<file path="config.mk">
export PLATFORM = sky130hd
export DESIGN_NAME = led_test_status_ctrl
export DESIGN_NICKNAME = d
export VERILOG_FILES = /design/src/rtl/led_test_status_ctrl_pkg.sv /design/src/rtl/led_test_status_ctrl_prescaler.sv /design/src/rtl/led_test_status_ctrl.sv
export SDC_FILE = /design/constraint.sdc
export NUM_CORES = 1
export LEC_CHECK = 0
export CORE_ASPECT_RATIO = 1.5
export CORE_MARGIN = 5
export CORE_UTILIZATION = 30
export CTS_BUF_LIST = sky130_fd_sc_hd__clkbuf_4
export DETAILED_ROUTE_END_ITERATION = 6
export PLACE_DENSITY = 0.53
export SYNTH_ARGS = -nofsm -noshare
export SYNTH_HDL_FRONTEND = slang
export SYNTH_HIERARCHICAL = 1
export SYNTH_SLANG_ARGS = --single-unit
</file>
<file path="constraint.sdc">
create_clock -name clk -period 4.3 [get_ports clk]
set_input_delay 1.29 -clock clk [delete_from_list [all_inputs] [get_ports clk]]
set_output_delay 1.29 -clock clk [all_outputs]
set_load 0.03 [all_outputs]
</file>
<file path="src/rtl/led_test_status_ctrl_pkg.sv">
// Shared types, constants and helper functions for the stress-test status LED controller.
package led_status_pkg;

  // Test sequencer states; encoding 2'd3 is unused and steers back to IDLE.
  typedef enum logic [1:0] {
    IDLE = 2'd0,
    RUN  = 2'd1,
    FAIL = 2'd2
  } state_e;

  // Largest channel count the helper functions accept.
  localparam int MAX_CHAN = 16;

  // Default blink half-periods in clk cycles (normal and failure rate).
  localparam int DEF_RUN_DIV = 25000000;
  localparam int DEF_ERR_DIV = 6250000;

  // Index of the lowest set bit; returns 0 when no bit is set.
  function automatic logic [3:0] lowest_set_idx(input logic [MAX_CHAN-1:0] v);
    logic [3:0] idx;
    idx = '0;
    for (int i = MAX_CHAN - 1; i >= 0; i--) begin
      if (v[i]) idx = 4'(i);
    end
    return idx;
  endfunction

  // Number of set bits (0..16).
  function automatic logic [4:0] popcount(input logic [MAX_CHAN-1:0] v);
    logic [4:0] n;
    n = '0;
    for (int i = 0; i < MAX_CHAN; i++) begin
      n = n + 5'(v[i]);
    end
    return n;
  endfunction

endpackage

</file>
<file path="src/rtl/led_test_status_ctrl_prescaler.sv">
// Blink prescaler: square wave with a half-period of div clk cycles.
// restart re-zeroes the count without touching the output level, so the
// first half-period after a restart is always a full div cycles.
module led_blink_prescaler #(
  parameter int DIV_W = 25
) (
  input  logic             clk,
  input  logic             resetn,
  input  logic [DIV_W-1:0] div,
  input  logic             restart,
  output logic             blink
);

  logic [DIV_W-1:0] cnt_q;
  logic             blink_q;

  // Count 0..div-1, toggle the output at terminal count.
  // NOTE: flops are written with <= so every register samples pre-edge values.
  always_ff @(posedge clk or negedge resetn) begin
    if (!resetn) begin
      cnt_q   <= '0;
      blink_q <= 1'b0;
    end else if (restart) begin
      cnt_q   <= '0;
    end else if (cnt_q == div - DIV_W'(1)) begin
      cnt_q   <= '0;
      blink_q <= ~blink_q;
    end else begin
      cnt_q   <= cnt_q + DIV_W'(1);
    end
  end

  assign blink = blink_q;

endmodule

</file>
<file path="src/rtl/led_test_status_ctrl.sv">
// Test sequencer for the 15-segment status LED driver: runs IDLE/RUN/FAIL,
// drives seg_en/err_det/blink_speed, latches sticky error info and counts passes.
module led_test_status_ctrl
  import led_status_pkg::*;
#(
  parameter int N_CHAN  = 4,
  parameter int IDX_W   = 2,
  parameter int DIV_W   = 25,
  parameter int RUN_DIV = DEF_RUN_DIV,
  parameter int ERR_DIV = DEF_ERR_DIV,
  parameter int CNT_W   = 16
) (
  input  logic              clk,
  input  logic              resetn,
  input  logic              test_start,
  input  logic              test_stop,
  input  logic              clear_err,
  input  logic [N_CHAN-1:0] chan_en,
  input  logic [N_CHAN-1:0] chan_err,
  input  logic [N_CHAN-1:0] chan_pass,
  output logic              seg_en,
  output logic              err_det,
  output logic              blink_speed,
  output logic [N_CHAN-1:0] err_chan,
  output logic [IDX_W-1:0]  err_first,
  output logic [CNT_W-1:0]  pass_cnt,
  output logic              busy
);

  // Sum is wide enough for a saturated count plus a full popcount.
  localparam int              SUM_W   = ((CNT_W > 5) ? CNT_W : 5) + 1;
  localparam logic [CNT_W-1:0] CNT_MAX = '1;

  state_e              state_q, state_d;
  logic                seg_en_q, err_det_q, busy_q;
  logic [N_CHAN-1:0]   err_chan_q;
  logic [IDX_W-1:0]    err_first_q, err_first_d;
  logic [CNT_W-1:0]    pass_cnt_q, pass_cnt_d;
  logic [SUM_W-1:0]    pass_sum;
  logic [N_CHAN-1:0]   err_qual, pass_qual;
  logic [DIV_W-1:0]    blink_div;
  logic                blink_restart;

  // Disabled channels are invisible to both error detection and pass counting.
  assign err_qual  = chan_err & chan_en;
  assign pass_qual = chan_pass & chan_en;

  assign err_first_d = IDX_W'(lowest_set_idx(MAX_CHAN'(err_qual)));
  assign pass_sum    = SUM_W'(pass_cnt_q) + SUM_W'(popcount(MAX_CHAN'(pass_qual)));
  assign pass_cnt_d  = (pass_sum > SUM_W'(CNT_MAX)) ? CNT_MAX : CNT_W'(pass_sum);

  // Next-state selection; errors outrank stop/start while running.
  // NOTE: state_d gets a default first so no path through the case infers a latch.
  always_comb begin
    state_d = state_q;
    case (state_q)
      IDLE:    if (test_start) state_d = RUN;
      RUN: begin
        if (|err_qual)      state_d = FAIL;
        else if (test_stop) state_d = IDLE;
      end
      FAIL:    if (clear_err) state_d = IDLE;
      default: state_d = IDLE;
    endcase
  end

  // State register with outputs decoded from the next state, plus sticky capture.
  always_ff @(posedge clk or negedge resetn) begin
    if (!resetn) begin
      state_q     <= IDLE;
      seg_en_q    <= 1'b0;
      err_det_q   <= 1'b0;
      busy_q      <= 1'b0;
      err_chan_q  <= '0;
      err_first_q <= '0;
      pass_cnt_q  <= '0;
    end else begin
      state_q   <= state_d;
      seg_en_q  <= (state_d == RUN) || (state_d == FAIL);
      err_det_q <= (state_d == FAIL);
      busy_q    <= (state_d == RUN);
      case (state_q)
        IDLE: begin
          if (test_start) begin
            pass_cnt_q  <= '0;
            err_chan_q  <= '0;
            err_first_q <= '0;
          end
        end
        RUN: begin
          pass_cnt_q <= pass_cnt_d;
          if (|err_qual) begin
            err_chan_q  <= err_qual;
            err_first_q <= err_first_d;
          end
        end
        FAIL: begin
          if (clear_err) begin
            err_chan_q  <= '0;
            err_first_q <= '0;
          end
        end
        default: ;
      endcase
    end
  end

  // Blink rate follows the settled state; any transition restarts the half-period.
  assign blink_div     = (state_q == FAIL) ? DIV_W'(ERR_DIV) : DIV_W'(RUN_DIV);
  assign blink_restart = (state_d != state_q);

  led_blink_prescaler #(
    .DIV_W (DIV_W)
  ) u_prescaler (
    .clk     (clk),
    .resetn  (resetn),
    .div     (blink_div),
    .restart (blink_restart),
    .blink   (blink_speed)
  );

  assign seg_en    = seg_en_q;
  assign err_det   = err_det_q;
  assign busy      = busy_q;
  assign err_chan  = err_chan_q;
  assign err_first = err_first_q;
  assign pass_cnt  = pass_cnt_q;

endmodule

</file>
==> summary.md, run 1 <==
| Metric | Value |
|---|---|
| H-tree levels | `2` |
| Worst r2r dst | `u_prescaler/cnt_q[18]` |
| Worst clock skew | `0.00381 ns` |
| Synth area leader | `dfrtp_1` |
| Fin. Hold Viols | `0` |
| ANT nets after route | `0` |
| Global-route wire length before repair | `17000 um` |
| Clock buffer depth | `2` |
| Residual DRC | `0` |
| Count leader, synth | `dfrtp_1` |
| Die H | `147 um` |
| Share of Yosys cell area claimed by the top area cell type | `35.3%` |
| Worst skew pair latency | `0.38 ns` |
| Via count | `3325` |
| CTS tree | `built` |
| CP arrival | `4.06 ns` |
| Worst setup path category | `in -> reg` |
| Synth Area per Inst | `8.99 sq um` |
| R2R Setup Slk | `1.13 ns` |
| Initial DRC count | `125` |
| Fin Setup TNS | `0 ns` |
| Root Driver | `clkbuf_4` |
| GRT overflow | `0` |
| Dpl hpwl | `7390 um` |
| Final count of negative-setup-slack endpoints | `0` |
| Number of synthesized flops with an enable pin | `0` |
| Crit path time final | `3.79 ns` |
| Worst r2r path cells | `12` |
| Worst Path Required | `4.58 ns` |
| Ys Warns | `6` |
| RSZ-0062 raised after global routing | `false` |
| # clock sinks | `53` |
| Overall die area | `14900 sq um` |
| Leakage | `0.00203 uW` |
| # diodes | `0` |
| Outcome | `finished, final reports clean` |
| Placed cells | `679` |
| GPL Wtd Cong | `0.798` |
| Synth area leaders | `dfrtp_1 (35%), xor2_1 (7.5%), xnor2_1 (5.8%)` |
| Vias per cell | `4.84` |
| Worst hold slack | `0.504 ns` |
| Fmax | `264 MHz` |
| Area added between synthesis and finish | `24.0%` |
| Critical Path Source | `chan_en[2]` |
| Setup crit start kind | `input port` |
| Sequential share of the synthesized area | `35.3%` |
| Synth Register Bits | `53` |
| Syn Inst Count | `418` |
| Crit share post-route | `88.1%` |
| Layout cell share with drive strength beyond 1 | `7.53%` |
| Routed WL | `9500 um` |
| Non-filler instance count after layout | `687` |
| Number of I/O port buffers | `42` |
| Clock Pin Slew Worst Setup and Hold Paths | `0.16 ns` |
| Vias in the first global route | `3561` |
| Slew Viols, Final | `0` |
| Post-synth ARST share | `100%` |
| Initial Util | `30.3%` |
| Core ar. | `12400 sq um` |
| Power per cell area | `347 nW/um^2` |
| Maxcap violations | `0` |
| GRT Total Usage | `13.9%` |
| Num ports | `43` |
| Nets | `555` |
| Wirelength per Cell | `13.8 um` |
| CTS Buf Count | `5` |
| CP Capture Type | `flip-flop` |
| Start of the worst register-to-register path | `state_q[0]` |
| Worst Max-Slew Pin Slew | `0.894 ns` |
| Top FF cell, synth | `dfrtp_1` |
| CP Max Fanout | `4` |
| Mapped Area | `3760 sq um` |
| Max_slew headroom | `40.4%` |
| Post_cts resized | `0` |
| DIE WIDTH | `101 um` |
| Worst Hold Class | `reg -> reg` |
| Largest net degree at the start of global routing | `39` |
| Commonest cells post-synth | `dfrtp_1 (53), nand2_1 (36), nand3_1 (33)` |
| Setup Fix Bufs, Post-CTS | `0` |
| Drt first pass iters | `4` |
| Max IR drop VDD | `0.263 mV` |
| FP Rows | `50` |
| Initial antenna violation count | `0` |
| CP endpoint | `pass_cnt[14]` |
| Hold buffer count at CTS | `0` |
| Yosys cell types | `68` |
==> where the power goes <==
| group | switching, uW | internal, uW |
|---|---|---|
| clock | 168 | 62.6 |
| sequential | 64.2 | 563 |
| combinational | 473 | 285 |
==> layout by cell type (no fill, tap or decap), drive strengths merged, types with 3 or more instances in the layout <==
master / Yosys / final
xnor2: 25 / 25
ha: 5 / 5
buf: 7 / 10
or4: 3 / 3
nor3: 38 / 38
mux2i: 6 / 6
a31oi: 3 / 3
nand2b: 4 / 4
nand2: 36 / 36
clkdlybuf4s50: 0 / 41
dfrtp: 53 / 53
and3: 7 / 7
inv: 17 / 17
a22oi: 5 / 5
o21a: 4 / 4
clkinv: 0 / 3
fa: 3 / 3
o211ai: 5 / 5
or3: 4 / 4
nor4: 15 / 15
clkbuf: 7 / 5
and2: 4 / 4
a21oi: 12 / 12
nand4: 13 / 13
o21ai: 10 / 10
a2bb2o: 3 / 3
nor2: 26 / 26
xor2: 32 / 32
nand3: 34 / 34
conb: 2 / 71
==> final cells by class <==
cell class	instances	area, sq um
multi-input cells	402	2540
clock buffers	5	37.5
fillers	1288	7730
flip-flops and latches	53	1330
repair buffers	51	483
inverters	17	63.8
well taps	156	195
clock inverters	3	17.5
==> per-layer routing <==
metal  global-route usage, %  part of all wire, %  vias up
met5                       0                    0        -
met4                    4.86                  1.9        0
met3                    2.61                  3.7       12
met2                    24.9                   54       64
met1                    16.0                   40     1574
li1                        -                    -     1675
==> worst max-delay path, cell delays in order <==
cell and delay [ns]:
clkdlybuf4s50_1 0.50, nand2_1 0.08, fa_1 0.46, fa_1 0.46, inv_1 0.09, fa_1 0.23, nand3_1 0.20, nor4_1 0.41
mux2i_1 0.23, nand3_1 0.10
==> flip-flops by register name, summed over array words and instances (netlist names) <==
signal,flops
u_prescaler/blink,1
u_prescaler/cnt_q,25
state_q,2
seg_en,1
err_det,1
err_first,2
busy,1
pass_cnt,16
err_chan,4
==> through the flow <==
stage | cell area, sq um | utilization [%] | power (uW) | setup WS (ns)
floorplan | 4020 | - | 1140 | 0.827
global placement | 4600 | 37.2 | 1390 | 0.172
detailed placement | 4600 | 37.2 | 1400 | 0.0626
CTS | 4660 | 37.6 | 1640 | 0.498
global route | 4660 | 37.6 | 1740 | 0.338
finish | 4660 | 37.6 | 1620 | 0.513
==> worst min-delay path by stage <==
stage,endpoint,startpoint,cells after the start
global placement,err_chan[0],err_chan[0],1
detailed placement,err_first[0],err_first[0],1
global route,err_chan[1],err_chan[1],1
CTS,err_first[0],err_first[0],1
floorplan,u_prescaler/cnt_q[0],u_prescaler/cnt_q[0],1
finish,err_first[0],err_first[0],1
==> cell families after synthesis <==
logic type               after synthesis  share of synthesized area, %
flip-flops                            53                          35.3
multiplexers                           7                          1.90
XOR/XNOR                              57                          13.3
buffers and inverters                 32                          4.23
other                                  2                         0.200
adder cells (fa/ha/maj)                8                          3.26
AO/OA/AOI/OAI                         65                          12.7
AND/OR/NAND/NOR                      194                          29.2
Power figures use the tool's default switching activity.
==> inputs of run 2 (changes only) <==
Settings changed: CTS_CLUSTER_SIZE set to 30.
==> results of run 2 <==
The final DEF is identical to that of run 1; final timing and power are the same.
